<file path="src/rtl/silife_pkg.sv">
// Shared types, framing helpers and the byte-select mux for the life grid reader.
package silife_pkg;

    localparam int unsigned FRAME_COUNT_W = 16;
    // Largest grid the byte-select mux has to cover (64 x 64 cells).
    localparam int unsigned MAX_CELLS     = 4096;
    localparam int unsigned CELL_IDX_W    = $clog2(MAX_CELLS);

    typedef enum logic [0:0] {
        StIdle,
        StSend
    } state_e;

    // Packed bytes needed to cover one row of the given width.
    function automatic int unsigned bytes_per_row(input int unsigned width);
        return (width + 7) / 8;
    endfunction

    // Byte k of a frame: row k/bpr, columns 8*(k%bpr)+i. Columns past the grid edge read 0.
    function automatic logic [7:0] select_byte(input logic [MAX_CELLS-1:0] snap,
                                               input int unsigned          width,
                                               input int unsigned          bpr,
                                               input logic [15:0]          idx);
        logic [7:0]            b;
        int unsigned           row;
        int unsigned           col0;
        int unsigned           col;
        logic [CELL_IDX_W-1:0] bit_idx;
        b    = '0;
        row  = {16'd0, idx} / bpr;
        col0 = 8 * ({16'd0, idx} % bpr);
        for (int i = 0; i < 8; i++) begin
            col = col0 + i;
            if (col < width) begin
                bit_idx = CELL_IDX_W'(row * width + col);
                b[i]    = snap[bit_idx];
            end
        end
        return b;
    endfunction

endpackage

</file>
<file path="src/rtl/silife_grid_reader.sv">
// Snapshots the life grid in one cycle and streams it out row by row as packed bytes over a
// valid/ready interface, so the grid can keep evolving while the frame drains.
module silife_grid_reader
    import silife_pkg::*;
#(
    parameter int unsigned WIDTH  = 8,
    parameter int unsigned HEIGHT = 8
) (
    input  logic                     clk,
    input  logic                     reset_n,
    input  logic [WIDTH*HEIGHT-1:0]  cells,
    input  logic                     start,
    output logic                     busy,
    output logic [7:0]               out_data,
    output logic                     out_valid,
    input  logic                     out_ready,
    output logic                     out_last,
    output logic [FRAME_COUNT_W-1:0] frame_count
);

    localparam int unsigned NCELLS = WIDTH * HEIGHT;
    localparam int unsigned BPR    = bytes_per_row(WIDTH);
    localparam int unsigned NBYTES = HEIGHT * BPR;
    localparam int unsigned IDX_W  = $clog2(NBYTES + 1);
    localparam logic [IDX_W-1:0] LastIdx = IDX_W'(NBYTES - 1);

    state_e                   state_q, state_d;
    logic [NCELLS-1:0]        snapshot_q, snapshot_d;
    logic [IDX_W-1:0]         idx_q, idx_d;
    logic [IDX_W-1:0]         idx_next;
    logic [7:0]               data_q, data_d;
    logic                     last_q, last_d;
    logic [FRAME_COUNT_W-1:0] frame_count_q, frame_count_d;

    assign idx_next = idx_q + 1'b1;

    // State and datapath registers; reset aborts any frame in flight.
    always_ff @(posedge clk or negedge reset_n) begin
        if (!reset_n) begin
            state_q       <= StIdle;
            snapshot_q    <= '0;
            idx_q         <= '0;
            data_q        <= '0;
            last_q        <= 1'b0;
            frame_count_q <= '0;
        end else begin
            state_q       <= state_d;
            snapshot_q    <= snapshot_d;
            idx_q         <= idx_d;
            data_q        <= data_d;
            last_q        <= last_d;
            frame_count_q <= frame_count_d;
        end
    end

    // Next state: capture on start, advance one byte per accepted handshake.
    always_comb begin
        state_d       = state_q;
        snapshot_d    = snapshot_q;
        idx_d         = idx_q;
        data_d        = data_q;
        last_d        = last_q;
        frame_count_d = frame_count_q;
        unique case (state_q)
            StIdle: begin
                if (start) begin
                    snapshot_d = cells;
                    idx_d      = '0;
                    data_d     = select_byte(MAX_CELLS'(cells), WIDTH, BPR, 16'd0);
                    last_d     = (NBYTES == 1);
                    state_d    = StSend;
                end
            end
            StSend: begin
                if (out_ready) begin
                    if (idx_q == LastIdx) begin
                        state_d       = StIdle;
                        idx_d         = '0;
                        data_d        = '0;
                        last_d        = 1'b0;
                        frame_count_d = frame_count_q + 1'b1;
                    end else begin
                        idx_d  = idx_next;
                        data_d = select_byte(MAX_CELLS'(snapshot_q), WIDTH, BPR, 16'(idx_next));
                        last_d = (idx_next == LastIdx);
                    end
                end
            end
            default: state_d = StIdle;
        endcase
    end

    // Outputs decode straight from registered state.
    always_comb begin
        busy        = (state_q == StSend);
        out_valid   = (state_q == StSend);
        out_data    = data_q;
        out_last    = last_q;
        frame_count = frame_count_q;
    end

endmodule

</file>
<file path="config.mk">
export PLATFORM = sky130hd
export DESIGN_NAME = silife_grid_reader
export DESIGN_NICKNAME = d
export VERILOG_FILES = /design/src/rtl/silife_pkg.sv /design/src/rtl/silife_grid_reader.sv
export SDC_FILE = /design/constraint.sdc
export NUM_CORES = 1
export LEC_CHECK = 0
export BUFFER_PORTS_ARGS = -buffer_cell sky130_fd_sc_hd__buf_2
export CAP_MARGIN = 15
export CELL_PAD_IN_SITES_DETAIL_PLACEMENT = 2
export CELL_PAD_IN_SITES_GLOBAL_PLACEMENT = 2
export CORE_UTILIZATION = 34
export DETAILED_ROUTE_END_ITERATION = 12
export PLACE_DENSITY = 0.84
export RECOVER_POWER = 100
export SLEW_MARGIN = 20
export SYNTH_ARGS = -nofsm -noshare
export SYNTH_HDL_FRONTEND = slang
export SYNTH_SLANG_ARGS = --single-unit
</file>
<file path="constraint.sdc">
create_clock -name clk -period 2 [get_ports clk]
set_input_delay 0.2 -clock clk [delete_from_list [all_inputs] [get_ports clk]]
set_output_delay 0.2 -clock clk [all_outputs]
set_load 0.03 [all_outputs]
</file>
==> summary.txt, run 1 <==
Run status
  • Status: completed

Synthesis
  • Syn_area_per_cell: 9.906 µm²
  • Post-synth EDFFs: 0
  • Synth Net Count: 519
  • Cells after synthesis: 448
  • Mapped cell area: 4438 µm²
  • Post-synth ARST share: 1.000
  • Sequential-to-total area share from yosys stat: 0.5300
  • Yosys cell types: 36
  • Synth Register Bits: 94
  • Synth warn: 0
  • Top FF cell, synth: dfrtp_1

Finish
  • Multi-input logic area: 1927 µm²
  • Area Growth Syn to Fin: 21.40%
  • Antenna cells: 0
  • Filler-free cell count of the finished design: 717
  • Share of post-route cells with drive strength above 1: 0.2110
  • Fill count: 1376
  • Seq. cell area: 2352 µm²
  • Final net count: 614

Global route
  • Pin count of the biggest net entering global routing: 52
  • Most used routing layer: met2
  • First-pass GRT wire length: 21030 µm
  • Vias in the first global route: 4037
  • GR Util All Layers: 0.2106
  • Met1 Use GR: 0.2526
  • M2 GR Usage: 0.3811
  • GR Util met3: 0.02906
  • Gr ovfl total: 0
  • Initial antenna violation count: 0

Hold path
  • Min-delay src: cells[22]
  • Worst Hold Class: in -> reg
  • WHS Path Cells: 3
  • Hold Path End: snapshot_q[22]

Routing
  • Iter 0 DRT Violations: 198
  • # DRC: 0
  • DR WL/cell: 18.34 µm
  • DRT antenna net count: 0
  • Via density: 4.971
  • Total routed wirelength: 13150 µm
  • Vias: 3564
  • First-pass detailed-route iteration total: 4

Setup path
  • Setup crit end kind: flop
  • Number of buffers and inverters on the critical path: 1
  • Launch point of the worst reg-to-reg path: idx_q[0]
  • Critical path's largest stage delay: 410 ps
  • Crit Reg-Reg Endpoint: frame_count[7]
  • Startpoint types: flop
  • Critical path arrival: 2150 ps
  • Req. time, crit path: 2230 ps
  • CP delay by family, top: simple AND/OR/NAND/NOR gates
  • Crit path cell chain: ha_1, buf_4, nand3b_4, nor3_2, nand4_1, xnor2_1
  • Critical path type: reg -> reg
  • CP max FO: 7
  • R2R setup slack: 80 ps
  • CP max-delay cell: dfrtp_1
  • Reg2Reg Depth: 6

Clock network
  • TritonCTS clock tree: built
  • CTS clk-pin slew, worst paths: 60 ps
  • Num Clock Sinks: 94
  • Clk root buf: clkbuf_16
  • Clock Latency Late Sink: 350 ps
  • TritonCTS Buffers: 9
  • Htree depth: 3
  • CTS Buffer Depth: 2

Timing
  • Relative slew slack: 0.2198
  • Hold Fails Final Rpt: 0
  • Final Critical Period: 1915 ps
  • Unrepaired setup endpoints after global routing: true
  • Tcrit/Tclk final: 0.9577
  • # setup viols final: 0
  • Clock skew: 7.778 ps
  • Slew of the pin with the lowest slew margin: 1170 ps
  • Fmax: 522.1 MHz
  • Hold_ws: 44.39 ps
  • Setup TNS: 0 ps
  • Post-route setup slack: 84.55 ps
  • Final Slew Violations: 0

Die
  • Num ports: 95
  • Die H: 116.3 µm
  • Die ar.: 13510 µm²
  • Core Region: 12670 µm²
  • Die width: 116.3 µm
  • Starting Density: 0.3503
  • FP Rows: 41

Power
  • Power density over cell area: 1448 nW/µm²
  • Maximum VDD drop: 0.4608 mV
  • Lkg Pwr: 2.704 nW
  • Design Power: 7.800 mW

Place
  • Post-Place Cells: 702
  • DP HPWL: 9399 µm
  • Pre-CTS WS: 55.49 ps
  • Final GP Congestion: 0.7441
  • Port bufs: 94

Run
  • Max cap viols: 0
## worst max-delay path by stage
stage,slack [ps],startpoint,end,depth (start not counted)
floorplan,240,idx_q[1],out_data[5],7
global placement,170,idx_q[0],out_data[0],6
detailed placement,60,idx_q[0],out_data[5],6
CTS,1,idx_q[0],frame_count[6],6
global route,-0.6,idx_q[0],frame_count[15],6
finish,80,idx_q[0],frame_count[7],6
## cells in the final DEF, fill, tap and decap left out, drive strengths merged, types with 2 or more instances in the layout
cell,instances
nor2,5
mux4,14
dfrtp,94
nand4,6
and4,2
o21ai,12
nand2b,3
mux2i,11
buf,81
o22ai,9
a21oi,8
clkbuf,39
xor2,3
nand3,10
nor3,2
xnor2,15
inv,3
clkinv,2
nor2b,3
o21a,8
ha,3
and3,2
nand2,202
## cell families after synthesis
kind of cell               count (synthesis)  synth area share
and+or+nand+nor                          236            0.2202
buffers and inverters                     29           0.03834
AOI/OAI and AO/OA                         42           0.06231
adders and majority gates                  3          0.008459
muxes                                     26            0.1009
DFF                                       94            0.5300
xor gates and xnor gates                  18           0.03975
## registers in the layout, indices dropped and copies added, names as in the netlist
name and cells:
busy 1, frame_count 16, idx_q 4, out_data 8, out_last 1, snapshot_q 64
## tightest hold or removal path: cells and delay by family
kind | cells | cell delay [ps]
buf+inv | 1 | 70
simple gates | 2 | 90
## per-stage QoR
stage               utilization  cell area [µm²]
floorplan                     -             4438
global placement         0.4060             5145
CTS                      0.4276             5418
global route             0.4252             5388
detailed placement       0.4060             5145
finish                   0.4252             5388
## layout make-up
cell class / instances / share of cell area
Clock buffer: 11 / 0.04691
Clock inverter: 2 / 0.001858
Inverter: 3 / 0.002090
Multi-Input combinational cell: 325 / 0.3576
Sequential cell: 94 / 0.4366
Tap cell: 172 / 0.03994
Timing Repair Buffer: 110 / 0.1150
## layer usage
metal | up-vias | wire length [µm]
met5 | - | 0
met4 | 0 | 225
met3 | 17 | 440
met2 | 72 | 6881
met1 | 1812 | 5605
li1 | 1663 | -
## power by group
group	switching, mW	internal (mW)
Sequential	0.516	2.63
Combinational	1.69	1.37
Clock	0.706	0.886
## synth_stat cells (2+ instances only)
cell      instances  share of area
o21a_1            8          0.014
nor2b_1           3         0.0042
mux4_2           11          0.056
buf_4             3         0.0051
inv_1             3         0.0025
mux2i_1          11          0.025
ha_1              3         0.0085
clkbuf_1          8         0.0068
buf_6             3         0.0076
nor2_1            5         0.0042
nor3_2            2         0.0045
dfrtp_1          94           0.53
mux4_1            3          0.018
nand2b_1          3         0.0042
a21oi_1           8         0.0090
and3_1            2         0.0028
xnor2_1          15          0.030
buf_1             2         0.0017
nand4_1           6         0.0085
buf_2             9          0.010
nand3_1           9          0.010
o21ai_0          12          0.014
and4_1            2         0.0039
nand2_1         202           0.17
xor2_1            2         0.0039
o22ai_1           9          0.013
## timing repair
action,CTS,global route
endpoints found under the hold margin,43,0
setup endpoints to repair,0,10
setup buffers,0,1
resized for setup,0,2
hold buffers,1,0
Power figures use the tool's default switching activity.
==> run 2, diff against run 1 <==
clock period = 1.9 ns   (was 2 ns; I/O delays follow)
==> summary.txt, run 2 (same netlist as run 1, synthesis figures left out) <==
Finish
  • Commonest non-fill, non-tap cell in the layout: nand2_1 (unchanged)
  • Post-route cell area: 5428 µm² (was 5388 µm²)
  • Leading cell types in the layout, fill and taps excluded: nand2_1 (202), dfrtp_1 (94), buf_2 (66) (was nand2_1 (202), dfrtp_1 (94), buf_2 (67))
  • Antenna cells: 0 (unchanged)
  • Final net count: 620 (was 614)
  • Most flops, register: snapshot_q (unchanged)
  • Share of post-route cells with drive strength above 1: 0.2238 (was 0.2110)
  • Max reg flops: 64 (unchanged)
  • Area Growth Syn to Fin: 22.30% (was 21.40%)

Power
  • Cell internal pwr: 5.271 mW (was 4.885 mW)
  • Power density over cell area: 1570 nW/µm² (was 1448 nW/µm²)
  • Maximum VDD drop: 0.4845 mV (was 0.4608 mV)
  • Lkg Pwr: 2.730 nW (was 2.704 nW)
  • Logic pwr share: 0.394 (was 0.392)
  • Seq pwr share: 0.388 (was 0.404)
  • NetSw: 3.253 mW (was 2.915 mW)
  • Switching Share: 0.3817 (was 0.3737)
  • Design Power: 8.524 mW (was 7.800 mW)
  • Clock Power Share: 0.218 (was 0.204)

Run status
  • Status: completed (unchanged)

Clock network
  • CTS Buffer Depth: 2 (unchanged)
  • Clock Latency Late Sink: 350 ps (about the same)
  • Htree depth: 3 (unchanged)
  • CTS clk-pin slew, worst paths: 70 ps (was 60 ps)
  • TritonCTS Buffers: 9 (unchanged)
  • TritonCTS clock tree: built (unchanged)
  • Clk root buf: clkbuf_16 (unchanged)
  • Num Clock Sinks: 94 (unchanged)

Timing
  • Post-route setup slack: 74.85 ps (was 84.55 ps)
  • Clock skew: 4.740 ps (was 7.778 ps)
  • Hold Fails Final Rpt: 0 (unchanged)
  • Fmax: 547.9 MHz (was 522.1 MHz)
  • Final Critical Period: 1825 ps (was 1915 ps)
  • Final Slew Violations: 0 (unchanged)
  • Hold_ws: 23.23 ps (was 44.39 ps)
  • Tcrit/Tclk final: 0.9606 (was 0.9577)
  • # setup viols final: 0 (unchanged)
  • Slew of the pin with the lowest slew margin: 842.6 ps (was 1170 ps)
  • Relative slew slack: 0.4382 (was 0.2198)
  • Setup TNS: 0 ps (unchanged)
  • Unrepaired setup endpoints after global routing: false (was true)

Setup path
  • Critical path arrival: 2090 ps (was 2150 ps)
  • Crit Reg-Reg Endpoint: out_data[3] (was frame_count[7])
  • Launch point of the worst reg-to-reg path: idx_q[0] (unchanged)
  • Req. time, crit path: 2160 ps (was 2230 ps)
  • Reg2Reg Depth: 7 (was 6)
  • Critical path type: reg -> reg (unchanged)
  • R2R setup slack: 70 ps (was 80 ps)
  • Startpoint types: flop (unchanged)
  • Setup crit end kind: flop (unchanged)
  • CP max FO: 8 (was 7)

Routing
  • DRT antenna net count: 0 (unchanged)
  • # DRC: 0 (unchanged)
  • Via density: 5.047 (was 4.971)
  • Iter 0 DRT Violations: 115 (was 198)
  • First-pass detailed-route iteration total: 4 (unchanged)
  • Total routed wirelength: 13790 µm (was 13150 µm)
  • Vias: 3664 (was 3564)
  • DR WL/cell: 18.99 µm (was 18.34 µm)

Die
  • Core Region: 12670 µm² (unchanged)
  • Die ar.: 13510 µm² (unchanged)
  • Die width: 116.3 µm (unchanged)
  • FP Rows: 41 (unchanged)
  • Die H: 116.3 µm (unchanged)
  • Num ports: 95 (unchanged)
  • Starting Density: 0.3503 (unchanged)

Global route
  • Initial antenna violation count: 0 (unchanged)
  • Gr ovfl total: 0 (unchanged)
  • Pin count of the biggest net entering global routing: 37 (was 52)
  • Vias in the first global route: 4153 (was 4037)
  • GR Util All Layers: 0.2232 (was 0.2106)
  • First-pass GRT wire length: 22280 µm (was 21030 µm)

Place
  • Placed Area: 5165 µm² (was 5145 µm²)
  • Port bufs: 94 (unchanged)
  • DP HPWL: 9896 µm (was 9399 µm)
  • Pre-CTS WS: -105.2 ps (was 55.49 ps)
  • Final GP Congestion: 0.7834 (was 0.7441)

Hold path
  • Min-delay src: cells[49] (was cells[22])
  • Hold Path End: snapshot_q[49] (was snapshot_q[22])
  • WHS Path Cells: 3 (unchanged)
  • Worst Hold Class: in -> reg (unchanged)

Run
  • Max cap viols: 0 (unchanged)
run 2: how the worst max path moves through the flow:
stage,start,to,slack (ps)
5_1_grt,idx_q[0],out_data[3],10
6_report,idx_q[0],out_data[3],70
3_5_place_dp,idx_q[0],out_data[4],-110
3_3_place_gp,idx_q[0],out_data[7],90
2_1_floorplan,idx_q[1],out_data[5],140
4_1_cts,idx_q[0],out_data[3],10
run 2: layout make-up:
class	count	area, µm²
fillers	1369	7243
inverters	3	11.26
well taps	172	215.2
clock buffers	9	225.2
multi-input cells	325	1929
flip-flops and latches	94	2352
repair buffers	116	620.6
clock inverters	7	73.82
run 2: through the flow:
| step | std cells | utilization |
|---|---|---|
| after floorplan | 448 | - |
| after global placement | 708 | 0.4076 |
| after detailed placement | 708 | 0.4076 |
| after CTS | 726 | 0.4336 |
| after global routing | 726 | 0.4284 |
| final | 726 | 0.4284 |
run 2: what timing repair did:
item / CTS / global route
pin swaps: 1 / 0
buffers inserted: 1 / 0
setup endpoints to repair: 7 / 14
hold endpoints to repair: 31 / 0
resized for setup: 0 / 3
hold buffers: 1 / 0
run 2: power groups by stage:
| stage | Sequential (mW) | Clock, mW | Combinational, mW |
|---|---|---|---|
| 3_5_place_dp | 3.34 | 0 | 3.30 |
| 3_3_place_gp | 3.27 | 0 | 3.07 |
| 5_1_grt | 3.39 | 1.94 | 3.65 |
| 2_1_floorplan | 3.33 | 0 | 2.09 |
| 6_report | 3.31 | 1.86 | 3.36 |
| 4_1_cts | 3.31 | 1.89 | 3.44 |
run 2: routing by layer:
metal / routed length (µm) / GRT usage / vias up
li1: - / - / 1681
met1: 5856 / 0.2679 / 1885
met2: 7215 / 0.3996 / 76
met3: 401 / 0.03321 / 22
met4: 313 / 0.09145 / 0
met5: 0 / 0 / -
run 2: critical path, cell delays in order (launching register included):
cell and delay [ps]:
dfrtp_1 410, ha_2 240, buf_4 180, a21o_1 200, a221oi_4 300, buf_12 170
o22ai_1 70, a21oi_1 180
==> run 3, diff against run 2 <==
CELL_PAD_IN_SITES_DETAIL_PLACEMENT = not set   (was 2)
CELL_PAD_IN_SITES_GLOBAL_PLACEMENT = not set   (was 2)
CORE_UTILIZATION = 46   (was 34)
PLACE_DENSITY = 0.73   (was 0.84)
clock period = 2.15 ns   (was 1.9 ns; I/O delays follow)
==> summary.txt, run 3 (same netlist as run 1, synthesis figures left out) <==
Run status
  • Status: completed (unchanged)

Die
  • Die width: 100.2 µm (was 116.3 µm)
  • FP Rows: 35 (was 41)
  • Die H: 100.2 µm (was 116.3 µm)
  • Core Region: 9284 µm² (was 12670 µm²)
  • Die ar.: 10050 µm² (was 13510 µm²)
  • Starting Density: 0.4780 (was 0.3503)
  • Num ports: 95 (unchanged)

Timing
  • Clock skew: 8.944 ps (was 4.740 ps)
  • Tcrit/Tclk final: 0.9226 (was 0.9606)
  • Unrepaired setup endpoints after global routing: false (unchanged)
  • Final Critical Period: 1984 ps (was 1825 ps)
  • Fmax: 504.2 MHz (was 547.9 MHz)
  • Hold_ws: 36.92 ps (was 23.23 ps)
  • Post-route setup slack: 166.5 ps (was 74.85 ps)
  • # setup viols final: 0 (unchanged)
  • Relative slew slack: 0.2595 (was 0.4382)
  • Slew of the pin with the lowest slew margin: 1111 ps (was 842.6 ps)
  • Hold Fails Final Rpt: 0 (unchanged)
  • Final Slew Violations: 0 (unchanged)
  • Setup TNS: 0 ps (unchanged)

Clock network
  • Num Clock Sinks: 94 (unchanged)
  • Htree depth: 3 (unchanged)
  • TritonCTS Buffers: 9 (unchanged)
  • CTS Buffer Depth: 2 (unchanged)
  • CTS clk-pin slew, worst paths: 100 ps (was 70 ps)
  • TritonCTS clock tree: built (unchanged)
  • Clk root buf: clkbuf_8 (was clkbuf_16)
  • Clock Latency Late Sink: 360 ps (was 350 ps)

Routing
  • # DRC: 0 (unchanged)
  • Vias: 3465 (was 3664)
  • Total routed wirelength: 10240 µm (was 13790 µm)
  • DRT antenna net count: 0 (unchanged)
  • Via density: 5.141 (was 5.047)
  • First-pass detailed-route iteration total: 5 (was 4)
  • DR WL/cell: 15.20 µm (was 18.99 µm)
  • Iter 0 DRT Violations: 195 (was 115)

Setup path
  • Startpoint types: flop (unchanged)
  • CP max-delay cell: dfrtp_1 (unchanged)
  • Critical path arrival: 2270 ps (was 2090 ps)
  • Critical path type: reg -> reg (unchanged)
  • Crit path cell chain: ha_1, buf_4, a21o_1, a221oi_4, o22ai_1, a21oi_1 (was ha_2, buf_4, a21o_1, a221oi_4, buf_12, o22ai_1, a21oi_1)
  • Req. time, crit path: 2430 ps (was 2160 ps)
  • Critical path's largest stage delay: 460 ps (was 410 ps)
  • Setup crit end kind: flop (unchanged)
  • CP max FO: 8 (unchanged)

Place
  • Final GP Congestion: 0.8004 (was 0.7834)
  • Post-Place Cells: 656 (was 708)
  • DP HPWL: 7442 µm (was 9896 µm)
  • Port bufs: 94 (unchanged)
  • Pre-CTS WS: 109.1 ps (was -105.2 ps)
  • Placed Area: 5019 µm² (was 5165 µm²)

Finish
  • Post-route cell area: 5194 µm² (was 5428 µm²)
  • Fin util: 0.5594 (was 0.4284)
  • Max reg flops: 64 (unchanged)
  • Filler-free cell count of the finished design: 674 (was 726)
  • Fill count: 870 (was 1369)
  • Share of post-route cells with drive strength above 1: 0.2110 (was 0.2238)
  • Commonest non-fill, non-tap cell in the layout: nand2_1 (unchanged)
  • Leading cell types in the layout, fill and taps excluded: nand2_1 (202), dfrtp_1 (94), buf_2 (67) (was nand2_1 (202), dfrtp_1 (94), buf_2 (66))
  • Most flops, register: snapshot_q (unchanged)
  • Area Growth Syn to Fin: 17.03% (was 22.30%)
  • Final net count: 611 (was 620)
  • Antenna cells: 0 (unchanged)

Power
  • Power density over cell area: 1289 nW/µm² (was 1570 nW/µm²)
  • Maximum VDD drop: 0.6201 mV (was 0.4845 mV)
  • Lkg Pwr: 2.633 nW (was 2.730 nW)
  • Design Power: 6.697 mW (was 8.524 mW)

Global route
  • Gr ovfl total: 0 (unchanged)
  • Initial antenna violation count: 0 (unchanged)
  • First-pass GRT wire length: 16680 µm (was 22280 µm)
  • Pin count of the biggest net entering global routing: 65 (was 37)
  • Vias in the first global route: 3396 (was 4153)
  • GR Util All Layers: 0.2182 (was 0.2232)

Run
  • Max cap viols: 0 (unchanged)

Hold path
  • Worst Hold Class: in -> reg (unchanged)
==> run 3: layout make-up <==
cell class                      count  area (µm²)  area share
Multi-Input combinational cell    325        1926      0.3708
Sequential cell                    94        2352      0.4529
Timing Repair Buffer              107       541.8      0.1043
Clock inverter                      7       77.57     0.01494
Inverter                            3       11.26    0.002168
Tap cell                          129       161.4     0.03108
Clock buffer                        9       123.9     0.02385
==> run 3: final timing paths <==
kind | depth (start not counted) | slack, ps | from | to
max reg2reg | 6 | 170 | idx_q[1] | out_data[2]
max | 6 | 170 | idx_q[1] | out_data[2]
max in group asynchronous | 3 | 510 | reset_n | snapshot_q[17]
min reg2reg | 1 | 480 | frame_count[15] | frame_count[15]
min in group asynchronous | 2 | 530 | reset_n | frame_count[14]
min | 3 | 40 | cells[63] | snapshot_q[63]
==> run 3: what timing repair did <==
| item | CTS | global route |
|---|---|---|
| resized for setup | 0 | 0 |
| buffers inserted | 0 | 1 |
| hold buffers | 1 | 0 |
| setup endpoints to repair | 0 | 6 |
| endpoints found under the hold margin | 36 | 0 |
==> run 3: per-layer routing <==
layer,global-route usage,part of all wire
met1,0.2968,0.44
met2,0.3546,0.49
met3,0.04387,0.045
met4,0.06689,0.016
met5,0,0
==> run 3: report_power, final <==
part           total, mW  internal (mW)  switching, mW
clock network       1.20          0.550          0.652
registers           2.96           2.44          0.520
logic               2.53           1.18           1.35
total               6.70           4.17           2.52
==> run 3: critical path, delay by kind of cell (launching register included) <==
kind | cells | cell delay (ps)
buffers and inverters | 1 | 190
flip-flops | 1 | 460
AO/OA/AOI/OAI | 4 | 980
adder cells (fa/ha/maj) | 1 | 280
